==> src/rtl/reg_pipe_pkg.sv <==
// Shared definitions for the reg_pipe_hs skid-buffer pipeline: stage state
// encoding and the width helper for the optional occupancy counter.
package reg_pipe_pkg;

  localparam logic [1:0] ST_EMPTY = 2'd0;
  localparam logic [1:0] ST_BUSY  = 2'd1;
  localparam logic [1:0] ST_FULL  = 2'd2;

  typedef enum logic [1:0] {
    StEmpty = ST_EMPTY,
    StBusy  = ST_BUSY,
    StFull  = ST_FULL
  } stage_state_e;

  // Counter must represent 0..2*stages inclusive.
  function automatic int unsigned occ_width(input int unsigned stages);
    return $clog2(2 * stages + 1);
  endfunction

endpackage

==> src/rtl/reg_pipe_hs_if.sv <==
// Valid/ready/data handshake bundle used on both sides of reg_pipe_hs.
interface reg_pipe_hs_if #(
  parameter int unsigned DW = 8
);
  logic          valid;
  logic          ready;
  logic [DW-1:0] data;

  modport master (output valid, output data, input ready);
  modport slave  (input valid, input data, output ready);
endinterface

==> src/rtl/reg_pipe_skid.sv <==
// One skid-buffer stage: main register drives the output, skid register
// catches the word accepted while the consumer stalls.
module reg_pipe_skid
  import reg_pipe_pkg::*;
#(
  parameter int unsigned   DW        = 8,
  parameter logic [DW-1:0] RESET_VAL = '0
) (
  input  logic          clk,
  input  logic          reset_n,
  input  logic          clr,
  input  logic          in_valid,
  output logic          in_ready,
  input  logic [DW-1:0] in_data,
  output logic          out_valid,
  input  logic          out_ready,
  output logic [DW-1:0] out_data
);

  stage_state_e  state_q, state_d;
  logic [DW-1:0] main_q, main_d;
  logic [DW-1:0] skid_q, skid_d;

  always_ff @(posedge clk or negedge reset_n) begin
    if (!reset_n) begin
      state_q <= StEmpty;
      main_q  <= RESET_VAL;
      skid_q  <= RESET_VAL;
    end else begin
      state_q <= state_d;
      main_q  <= main_d;
      skid_q  <= skid_d;
    end
  end

  always_comb begin
    state_d = state_q;
    main_d  = main_q;
    skid_d  = skid_q;
    if (clr) begin
      state_d = StEmpty;
      main_d  = RESET_VAL;
      skid_d  = RESET_VAL;
    end else begin
      unique case (state_q)
        StEmpty: begin
          if (in_valid) begin
            state_d = StBusy;
            main_d  = in_data;
          end
        end
        StBusy: begin
          if (in_valid && out_ready) begin
            main_d = in_data;
          end else if (in_valid) begin
            state_d = StFull;
            skid_d  = in_data;
          end else if (out_ready) begin
            state_d = StEmpty;
          end
        end
        StFull: begin
          if (out_ready) begin
            state_d = StBusy;
            main_d  = skid_q;
          end
        end
        default: state_d = StEmpty;
      endcase
    end
  end

  // Both handshake outputs come straight from the state register.
  assign in_ready  = (state_q != StFull);
  assign out_valid = (state_q == StBusy) || (state_q == StFull);
  assign out_data  = main_q;

endmodule

==> src/rtl/reg_pipe_hs.sv <==
// STAGES-deep chain of skid stages with registered ready on every stage.
// Define REG_PIPE_OCC_EN to add the registered occupancy output occ.
module reg_pipe_hs
  import reg_pipe_pkg::*;
#(
  parameter int unsigned   DW        = 8,
  parameter int unsigned   STAGES    = 2,
  parameter logic [DW-1:0] RESET_VAL = '0
) (
  input logic clk,
  input logic reset_n,
  input logic clr,
  reg_pipe_hs_if.slave  s,
  reg_pipe_hs_if.master m
`ifdef REG_PIPE_OCC_EN
  ,
  output logic [occ_width(STAGES)-1:0] occ
`endif
);

  // Link k is the input of stage k; link STAGES is the pipe output.
  logic          vld [STAGES+1];
  logic          rdy [STAGES+1];
  logic [DW-1:0] dat [STAGES+1];

  assign vld[0]      = s.valid;
  assign dat[0]      = s.data;
  assign s.ready     = rdy[0];
  assign m.valid     = vld[STAGES];
  assign m.data      = dat[STAGES];
  assign rdy[STAGES] = m.ready;

  for (genvar k = 0; k < STAGES; k++) begin : g_stage
    reg_pipe_skid #(
      .DW       (DW),
      .RESET_VAL(RESET_VAL)
    ) u_stage (
      .clk      (clk),
      .reset_n  (reset_n),
      .clr      (clr),
      .in_valid (vld[k]),
      .in_ready (rdy[k]),
      .in_data  (dat[k]),
      .out_valid(vld[k+1]),
      .out_ready(rdy[k+1]),
      .out_data (dat[k+1])
    );
  end

`ifdef REG_PIPE_OCC_EN
  localparam int unsigned OccW = occ_width(STAGES);

  logic [OccW-1:0] occ_q, occ_d;
  logic            s_fire, m_fire;

  assign s_fire = s.valid && rdy[0];
  assign m_fire = vld[STAGES] && m.ready;

  always_comb begin
    occ_d = occ_q;
    if (clr) begin
      occ_d = '0;
    end else if (s_fire && !m_fire) begin
      occ_d = occ_q + OccW'(1);
    end else if (!s_fire && m_fire) begin
      occ_d = occ_q - OccW'(1);
    end
  end

  always_ff @(posedge clk or negedge reset_n) begin
    if (!reset_n) begin
      occ_q <= '0;
    end else begin
      occ_q <= occ_d;
    end
  end

  assign occ = occ_q;
`endif

endmodule
==> src/flat_wrapper.sv <==
// flat-port wrapper written by rule: the top's interface ports become plain ports
module reg_pipe_hs_flat import reg_pipe_pkg::*;
#(
  parameter int unsigned   DW        = 8,
  parameter int unsigned   STAGES    = 2,
  parameter logic [DW-1:0] RESET_VAL = '0
)
  (clk, reset_n, clr, s_valid, s_data, s_ready, m_valid, m_data, m_ready);
  reg_pipe_hs_if #(.DW(DW)) s_i ();
  reg_pipe_hs_if #(.DW(DW)) m_i ();
  input logic clk;
  input logic reset_n;
  input logic clr;
  input wire logic [$bits(s_i.valid)-1:0] s_valid;
  input wire logic [$bits(s_i.data)-1:0] s_data;
  output wire logic [$bits(s_i.ready)-1:0] s_ready;
  output wire logic [$bits(m_i.valid)-1:0] m_valid;
  output wire logic [$bits(m_i.data)-1:0] m_data;
  input wire logic [$bits(m_i.ready)-1:0] m_ready;
  assign s_i.valid = s_valid;
  assign s_i.data = s_data;
  assign s_ready = s_i.ready;
  assign m_valid = m_i.valid;
  assign m_data = m_i.data;
  assign m_i.ready = m_ready;
  reg_pipe_hs #(.DW(DW), .STAGES(STAGES), .RESET_VAL(RESET_VAL)) u_core (.clk(clk), .reset_n(reset_n), .clr(clr), .s(s_i), .m(m_i));
endmodule
==> config.mk <==
export PLATFORM = sky130hd
export DESIGN_NAME = reg_pipe_hs_flat
export DESIGN_NICKNAME = d
export VERILOG_FILES = /design/src/rtl/reg_pipe_pkg.sv /design/src/rtl/reg_pipe_hs_if.sv /design/src/rtl/reg_pipe_skid.sv /design/src/rtl/reg_pipe_hs.sv /design/src/flat_wrapper.sv
export SDC_FILE = /design/constraint.sdc
export NUM_CORES = 1
export LEC_CHECK = 0
export CAP_MARGIN = 20
export CORE_MARGIN = 8
export CORE_UTILIZATION = 50
export DETAILED_ROUTE_END_ITERATION = 10
export HOLD_SLACK_MARGIN = 0.1
export PLACE_DENSITY = 0.73
export SYNTH_ARGS = -nofsm -noshare
export SYNTH_HDL_FRONTEND = slang
export SYNTH_HIERARCHICAL = 1
export SYNTH_SLANG_ARGS = --single-unit
==> constraint.sdc <==
create_clock -name clk -period 2 [get_ports clk]
set_input_delay 0.4 -clock clk [delete_from_list [all_inputs] [get_ports clk]]
set_output_delay 0.4 -clock clk [all_outputs]
set_load 0.01 [all_outputs]
==> qor.csv, run 1 <==
stage,metric,value,unit
detailed_routing,Pre-Repair DR Iteration Count,4,
sta,Fin. Hold Viols,0,
critical_path,Worst EP arrival,2000,ps
synthesis,"Seq/Total Area, Yosys",45.9,%
grt,Congestion Overflow GR,0,
critical_path,Worst Path Max Fanout,16,
detailed_routing,final wirelength,3650,microns
sta,Tmin final,1840,ps
sta,hold_ws,524,ps
grt,vias in the first global route,1390,
floorplan,# rows,22,
pwr,internal power,1.73,mW
sta,Worst Skew,8.30,ps
synthesis,Yosys warnings,6,
place,I/O Buffers,22,
pwr,clock power share,27.2,%
sta,Slew @ Worst Pin,444,ps
sta,Tcrit/Tclk final,92.1,%
outcome,outcome,"complete, no violations",
critical_path,R2R setup slack,160,ps
synthesis,mean post-synth cell area,11.3,sq um
pwr,Total Power,2.54,mW
clocking,cell at the root of the clock tree,clkbuf_8,
pwr,combinational power share,36.0,%
worst_hold_path,worst hold-check path type,in -> async,
critical_path,WP data required,2160,ps
floorplan,I/O pin total,23,
sta,max-slew violations,0,
cells_and_area,fin nets,222,
critical_path,Worst setup EP type,register,
synthesis,synthesis-stage register bit count,36,
critical_path,r2r endpoint,u_core/g_stage[1].u_stage/out_data[3],
place,RePlAce Congestion,0.793,
floorplan,Initial Util,52.9,%
cells_and_area,layout filler cell count,307,
pwr,Pleak,1.11,nW
detailed_routing,DRT iter0 DRCs,65,
cells_and_area,final cell count without fillers,250,
synthesis,"Primary FF master, synth",dfrtp_1,
clocking,clk sinks,36,
place,Placement Cell Area,0.00223,sq mm
critical_path,kind of critical path,reg -> reg,
sta,fmax,0.543,GHz
detailed_routing,vias per cell,5.40,
clocking,Max clock buf depth,2,
synthesis,Synthesized Nets,195,
critical_path,CP max stage cell,dfrtp_1,
clocking,CTS tree,done,
critical_path,Worst path max stage delay,400,ps
floorplan,die area,0.00619,sq mm
critical_path,worst setup path endpoint,u_core/g_stage[1].u_stage/out_data[3],
cells_and_area,Final Core Density,63.8,%
floorplan,Die H,78.7,microns
critical_path,CP dominant cell by count,buf_4,
place,Inst Count DP,241,
sta,# setup viols final,0,
synthesis,Async SR Flop Fraction,100,%
sta,normalized max-slew margin,70.4,%
pwr,Pwr Density,1070,mW/mm^2
cells_and_area,design area,0.00237,sq mm
clocking,clk slew on worst S/H paths,70,ps
critical_path,reg2reg start,u_core/g_stage[1].u_stage/state_q[1],
detailed_routing,WL per Instance,14.6,microns
synthesis,synthesized cell area,0.00196,sq mm
clocking,Worst-Skew Late Latency,280,ps
clocking,hold buffers post-CTS,0,
sta,post-route setup slack,158,ps
grt,pin count of the biggest net entering global routing,37,
sta,RSZ-0062 raised after global routing,no,
grt,initial antenna violation count,0,
critical_path,launching element of the worst setup path,u_core/g_stage[1].u_stage/state_q[1],
pwr,NetSw,805,uW
sta,setup TNS,0,ps
floorplan,die width,78.7,microns
flow_run,max_cap viols,0,
critical_path,worst path cell trace,buf_4 > ha_1 > buf_4 > or3_4 > o221a_4 > nor2_1 > a211oi_2,
pwr,sequential share of power,36.8,%
cells_and_area,layout overhead on the synthesized area,20.7,%
cells_and_area,layout cells sized above 1,18.8,%
synthesis,area share of the largest cell type after synthesis,45.9,%
place,dpl ws,12.0,ps
place,hpwl dp,2730,microns
synthesis,Synth cell types,28,
synthesis,Post-synth EDFFs,0,
detailed_routing,Post-DRT Antenna Nets,0,
grt,All-Layer GR Usage,12.3,%
clocking,Max H-tree Level,2,
cells_and_area,diodes inserted,0,
critical_path,Reg2Reg Depth,7,
clocking,Num CTS Buffers,5,
synthesis,"top cells by area, synth","dfrtp_1 (46%), mux2i_1 (16%), a211oi_2 (10%), nor2_1 (6.9%), ha_1 (5.1%)",
pwr,sw frac,31.7,%
pwr,peak supply drop,0.599,mV
synthesis,Commonest cells post-synth,"dfrtp_1 (36), nor2_1 (36), mux2i_1 (32)",
grt,first-pass GRT wire length,6230,microns
synthesis,synthesized instance count,174,
detailed_routing,Residual DRC,0,
detailed_routing,vias after detailed routing,1351,
synthesis,cell taking the most area after synthesis,dfrtp_1,
floorplan,Core Region,0.00372,sq mm
critical_path,Startpoint Class,register,
-- layout make-up --
type / instances / area [sq um] / share of cell area (%)
repair buffers: 31 / 293 / 12.3
clock inverters: 1 / 30.0 / 1.27
well taps: 48 / 60.1 / 2.53
multi-input cells: 118 / 957 / 40.4
clock buffers: 7 / 96.3 / 4.06
inverters: 9 / 33.8 / 1.42
flip-flops and latches: 36 / 901 / 38.0
-- registers in the layout (all words and copies together) (netlist names) --
| signal | count |
|---|---|
| u_core/g_stage.u_stage/skid_q | 16 |
| u_core/g_stage.u_stage/state_q | 4 |
| u_core/g_stage.u_stage/out_data | 16 |
-- metal layers --
metal	vias to the layer above	global-route usage (%)	wire [microns]
met5	-	0	0
met4	0	4.07	17
met3	2	4.56	186
met2	21	20.7	1780
met1	666	14.0	1670
li1	662	-	-
-- critical path: cells and delay by family (launching register included) --
family / cells / cell delay (ps)
flip-flops: 1 / 400
AO/OA/AOI/OAI: 2 / 260
buffers and inverters: 2 / 320
AND/OR/NAND/NOR: 2 / 540
adder cells (fa/ha/maj): 1 / 190
-- power by group through the flow --
stage / Clock, mW / Combinational (mW) / Sequential (mW)
final: 0.690 / 0.913 / 0.935
after global routing: 0.738 / 0.993 / 0.953
after CTS: 0.705 / 0.922 / 0.939
after detailed placement: 0 / 0.908 / 0.955
after global placement: 0 / 0.871 / 0.943
after floorplan: 0 / 0.606 / 0.977
-- kinds of logic (layout without fill, tap and decap cells) --
group,Yosys count,after routing,synth area share (%)
AND/OR/NAND/NOR,46,46,10.8
flip-flops,36,36,45.9
AO/OA/AOI/OAI,32,32,16.5
multiplexers,32,32,16.3
buffers and inverters,20,48,5.41
adder cells (fa/ha/maj),8,8,5.10
-- cells in the final DEF (no fill, tap or decap), drive strengths merged, types with 3 or more instances in the layout --
master	count
nor2	36
clkdlybuf4s50	20
ha	8
buf	9
o21ai	3
a21oi	4
dfrtp	36
mux2i	32
clkbuf	7
inv	9
a211oi	17
-- timing repair --
action / CTS / global route
resized for setup: 0 / 2
setup endpoints to repair: 1 / 2
buffers inserted: 1 / 0
-- worst min path at each step --
stage                                        start                               endpoint  slack (ps)  depth (start not counted)
2_1_floorplan                              reset_n  u_core/g_stage[0].u_stage/out_data[0]         100                          0
3_3_place_gp   u_core/g_stage[0].u_stage/skid_q[0]    u_core/g_stage[0].u_stage/skid_q[0]         500                          2
3_5_place_dp   u_core/g_stage[1].u_stage/skid_q[3]    u_core/g_stage[1].u_stage/skid_q[3]         510                          2
4_1_cts        u_core/g_stage[1].u_stage/skid_q[3]    u_core/g_stage[1].u_stage/skid_q[3]         530                          2
5_1_grt        u_core/g_stage[1].u_stage/skid_q[4]    u_core/g_stage[1].u_stage/skid_q[4]         570                          2
6_report                                   reset_n  u_core/g_stage[1].u_stage/out_data[2]         520                          2
Power figures use the tool's default switching activity.
==> run 2, diff against run 1 <==
- CORE_MARGIN: 8 -> 2
- SETUP_SLACK_MARGIN: not set -> 0.3
==> qor.csv, run 2 (synthesis results as in run 1) <==
stage,metric,value,unit,change
outcome,outcome,"complete, no violations",,
sta,hold_ws,527,ps,+3.03 ps
clocking,clk slew on worst S/H paths,80,ps,about the same
cells_and_area,final cell count without fillers,261,,+4.4%
pwr,combinational power share,43.5,%,+7.5 points
detailed_routing,DRT iter0 DRCs,59,,-9.2%
clocking,Max H-tree Level,2,,unchanged
critical_path,r2r endpoint,u_core/g_stage[0].u_stage/out_data[5],,
detailed_routing,vias per cell,5.54,,+2.5%
detailed_routing,vias after detailed routing,1445,,+7.0%
sta,Slew @ Worst Pin,461,ps,+16.4 ps
critical_path,R2R setup slack,260,ps,+110 ps
detailed_routing,final wirelength,4410,microns,+21%
cells_and_area,most frequent cells in the layout,"dfrtp_1 (35), mux2i_1 (32), clkdlybuf4s50_1 (19), nor2_1 (19)",,
grt,first-pass GRT wire length,7200,microns,+16%
detailed_routing,Residual DRC,0,,unchanged
cells_and_area,layout filler cell count,259,,-16%
pwr,Pleak,1.16,nW,+5.2%
pwr,clock power share,22.1,%,-5.1 points
pwr,peak supply drop,0.804,mV,+34%
floorplan,die area,0.00445,sq mm,-28%
clocking,Worst-Skew Late Latency,280,ps,about the same
floorplan,Initial Util,52.9,%,unchanged
sta,fmax,0.576,GHz,+6.2%
clocking,CTS tree,done,,
pwr,internal power,1.84,mW,+6.2%
critical_path,Worst EP arrival,1890,ps,-110 ps
grt,Congestion Overflow GR,0,,unchanged
place,Placement Cell Area,0.00226,sq mm,+1.2%
clocking,Num CTS Buffers,5,,unchanged
cells_and_area,diodes inserted,0,,unchanged
cells_and_area,"commonest non-fill, non-tap cell in the layout",dfrtp_1,,
critical_path,reg2reg start,u_core/g_stage[1].u_stage/state_q[0],,
grt,All-Layer GR Usage,21.7,%,+9.4 points
pwr,sequential share of power,34.4,%,-2.4 points
place,Inst Count DP,240,,-0.41%
sta,Tcrit/Tclk final,86.8,%,-5.3 points
worst_hold_path,worst hold-check path type,in -> async,,
detailed_routing,Pre-Repair DR Iteration Count,4,,unchanged
critical_path,WP data required,2150,ps,about the same
place,hpwl dp,2580,microns,-5.5%
clocking,clk sinks,36,,unchanged
critical_path,kind of critical path,reg -> reg,,
flow_run,max_cap viols,0,,unchanged
floorplan,Core Region,0.00372,sq mm,unchanged
cells_and_area,Final Core Density,70.7,%,+6.9 points
grt,initial antenna violation count,0,,unchanged
floorplan,I/O pin total,23,,unchanged
critical_path,launching element of the worst setup path,u_core/g_stage[1].u_stage/state_q[0],,
clocking,Max clock buf depth,2,,unchanged
cells_and_area,design area,0.00263,sq mm,+11%
floorplan,# rows,22,,unchanged
sta,RSZ-0062 raised after global routing,yes,,
clocking,cell at the root of the clock tree,clkbuf_8,,
cells_and_area,fin nets,233,,+5.0%
sta,Tmin final,1740,ps,-107 ps
sta,Worst Skew,6.73,ps,-1.57 ps
detailed_routing,WL per Instance,16.9,microns,+16%
floorplan,die width,66.7,microns,-15%
detailed_routing,Post-DRT Antenna Nets,0,,unchanged
floorplan,Die H,66.7,microns,-15%
critical_path,Worst setup EP type,register,,
place,RePlAce Congestion,0.766,,-3.4%
clocking,hold buffers post-CTS,0,,unchanged
sta,# setup viols final,0,,unchanged
critical_path,Startpoint Class,register,,
sta,max-slew violations,0,,unchanged
grt,vias in the first global route,1485,,+6.8%
critical_path,Reg2Reg Depth,8,,+1
cells_and_area,layout overhead on the synthesized area,33.8,%,
pwr,Pwr Density,1080,mW/mm^2,+0.74%
cells_and_area,layout cells sized above 1,38.0,%,+19 points
pwr,sw frac,35.1,%,+3.3 points
sta,Fin. Hold Viols,0,,unchanged
sta,normalized max-slew margin,69.3,%,-1.1 points
place,I/O Buffers,22,,unchanged
pwr,NetSw,994,uW,+23%
critical_path,Worst Path Max Fanout,8,,-8
grt,pin count of the biggest net entering global routing,37,,unchanged
==> run 2: timing repair <==
| item | in CTS | in global routing |
|---|---|---|
| gates resized for setup | 26 | 19 |
| gates cloned | 2 | 0 |
| setup buffers | 7 | 4 |
| setup endpoints to repair | 18 | 22 |
| pin swaps | 7 | 12 |
==> run 2: worst max-delay path by stage <==
stage / end / slack, ps
final: u_core/g_stage[0].u_stage/out_data[5] / 260
after global routing: u_core/g_stage[0].u_stage/out_data[3] / 240
after CTS: m_valid / 290
after detailed placement: u_core/g_stage[0].u_stage/out_data[1] / -60
after global placement: u_core/g_stage[0].u_stage/out_data[4] / 30
after floorplan: u_core/g_stage[0].u_stage/out_data[6] / 280
==> run 2: layer usage <==
metal	routed length [microns]	track usage [%]
met1	1850	26.7
met3	170	5.07
met2	2330	38.6
met4	65	4.59
met5	0	0
==> run 2: metrics by stage <==
stage          power (mW)  setup WS (ps)  TNS (ps)
2_1_floorplan        1.62            276         0
3_3_place_gp         1.84           30.3         0
3_5_place_dp         1.89          -62.5      -337
4_1_cts              2.70            288         0
5_1_grt              2.99            236         0
6_report             2.84            265         0
==> run 2: cell type report <==
class / count / area, sq um / share of cell area (%)
repair buffers: 40 / 365 / 13.9
clock buffers: 5 / 68.8 / 2.62
multi-input cells: 120 / 1150 / 43.9
clock inverters: 3 / 42.5 / 1.62
well taps: 48 / 60.1 / 2.28
inverters: 9 / 36.3 / 1.38
flip-flops and latches: 36 / 902 / 34.3
==> run 2: power by group through the flow <==
stage               combinational, mW  sequential (mW)  clock (mW)
CTS                              1.11            0.954       0.640
global route                     1.32            0.992       0.674
global placement                0.888            0.950           0
detailed placement              0.925            0.964           0
finish                           1.23            0.976       0.627
floorplan                       0.633            0.984           0
==> run 2: worst max-delay path: stages, from the launching register on <==
cell	delay, ps
dfrtp_1	410
inv_2	120
ha_4	170
inv_4	50
and3_4	150
a311o_2	380
buf_12	160
nor2_4	110
a211oi_2	40
==> run 3, diff against run 2 <==
- CTS_CLUSTER_SIZE: not set -> 30
==> results of run 3 <==
Same layout as run 2: the final DEF is identical, and so are final timing and power.
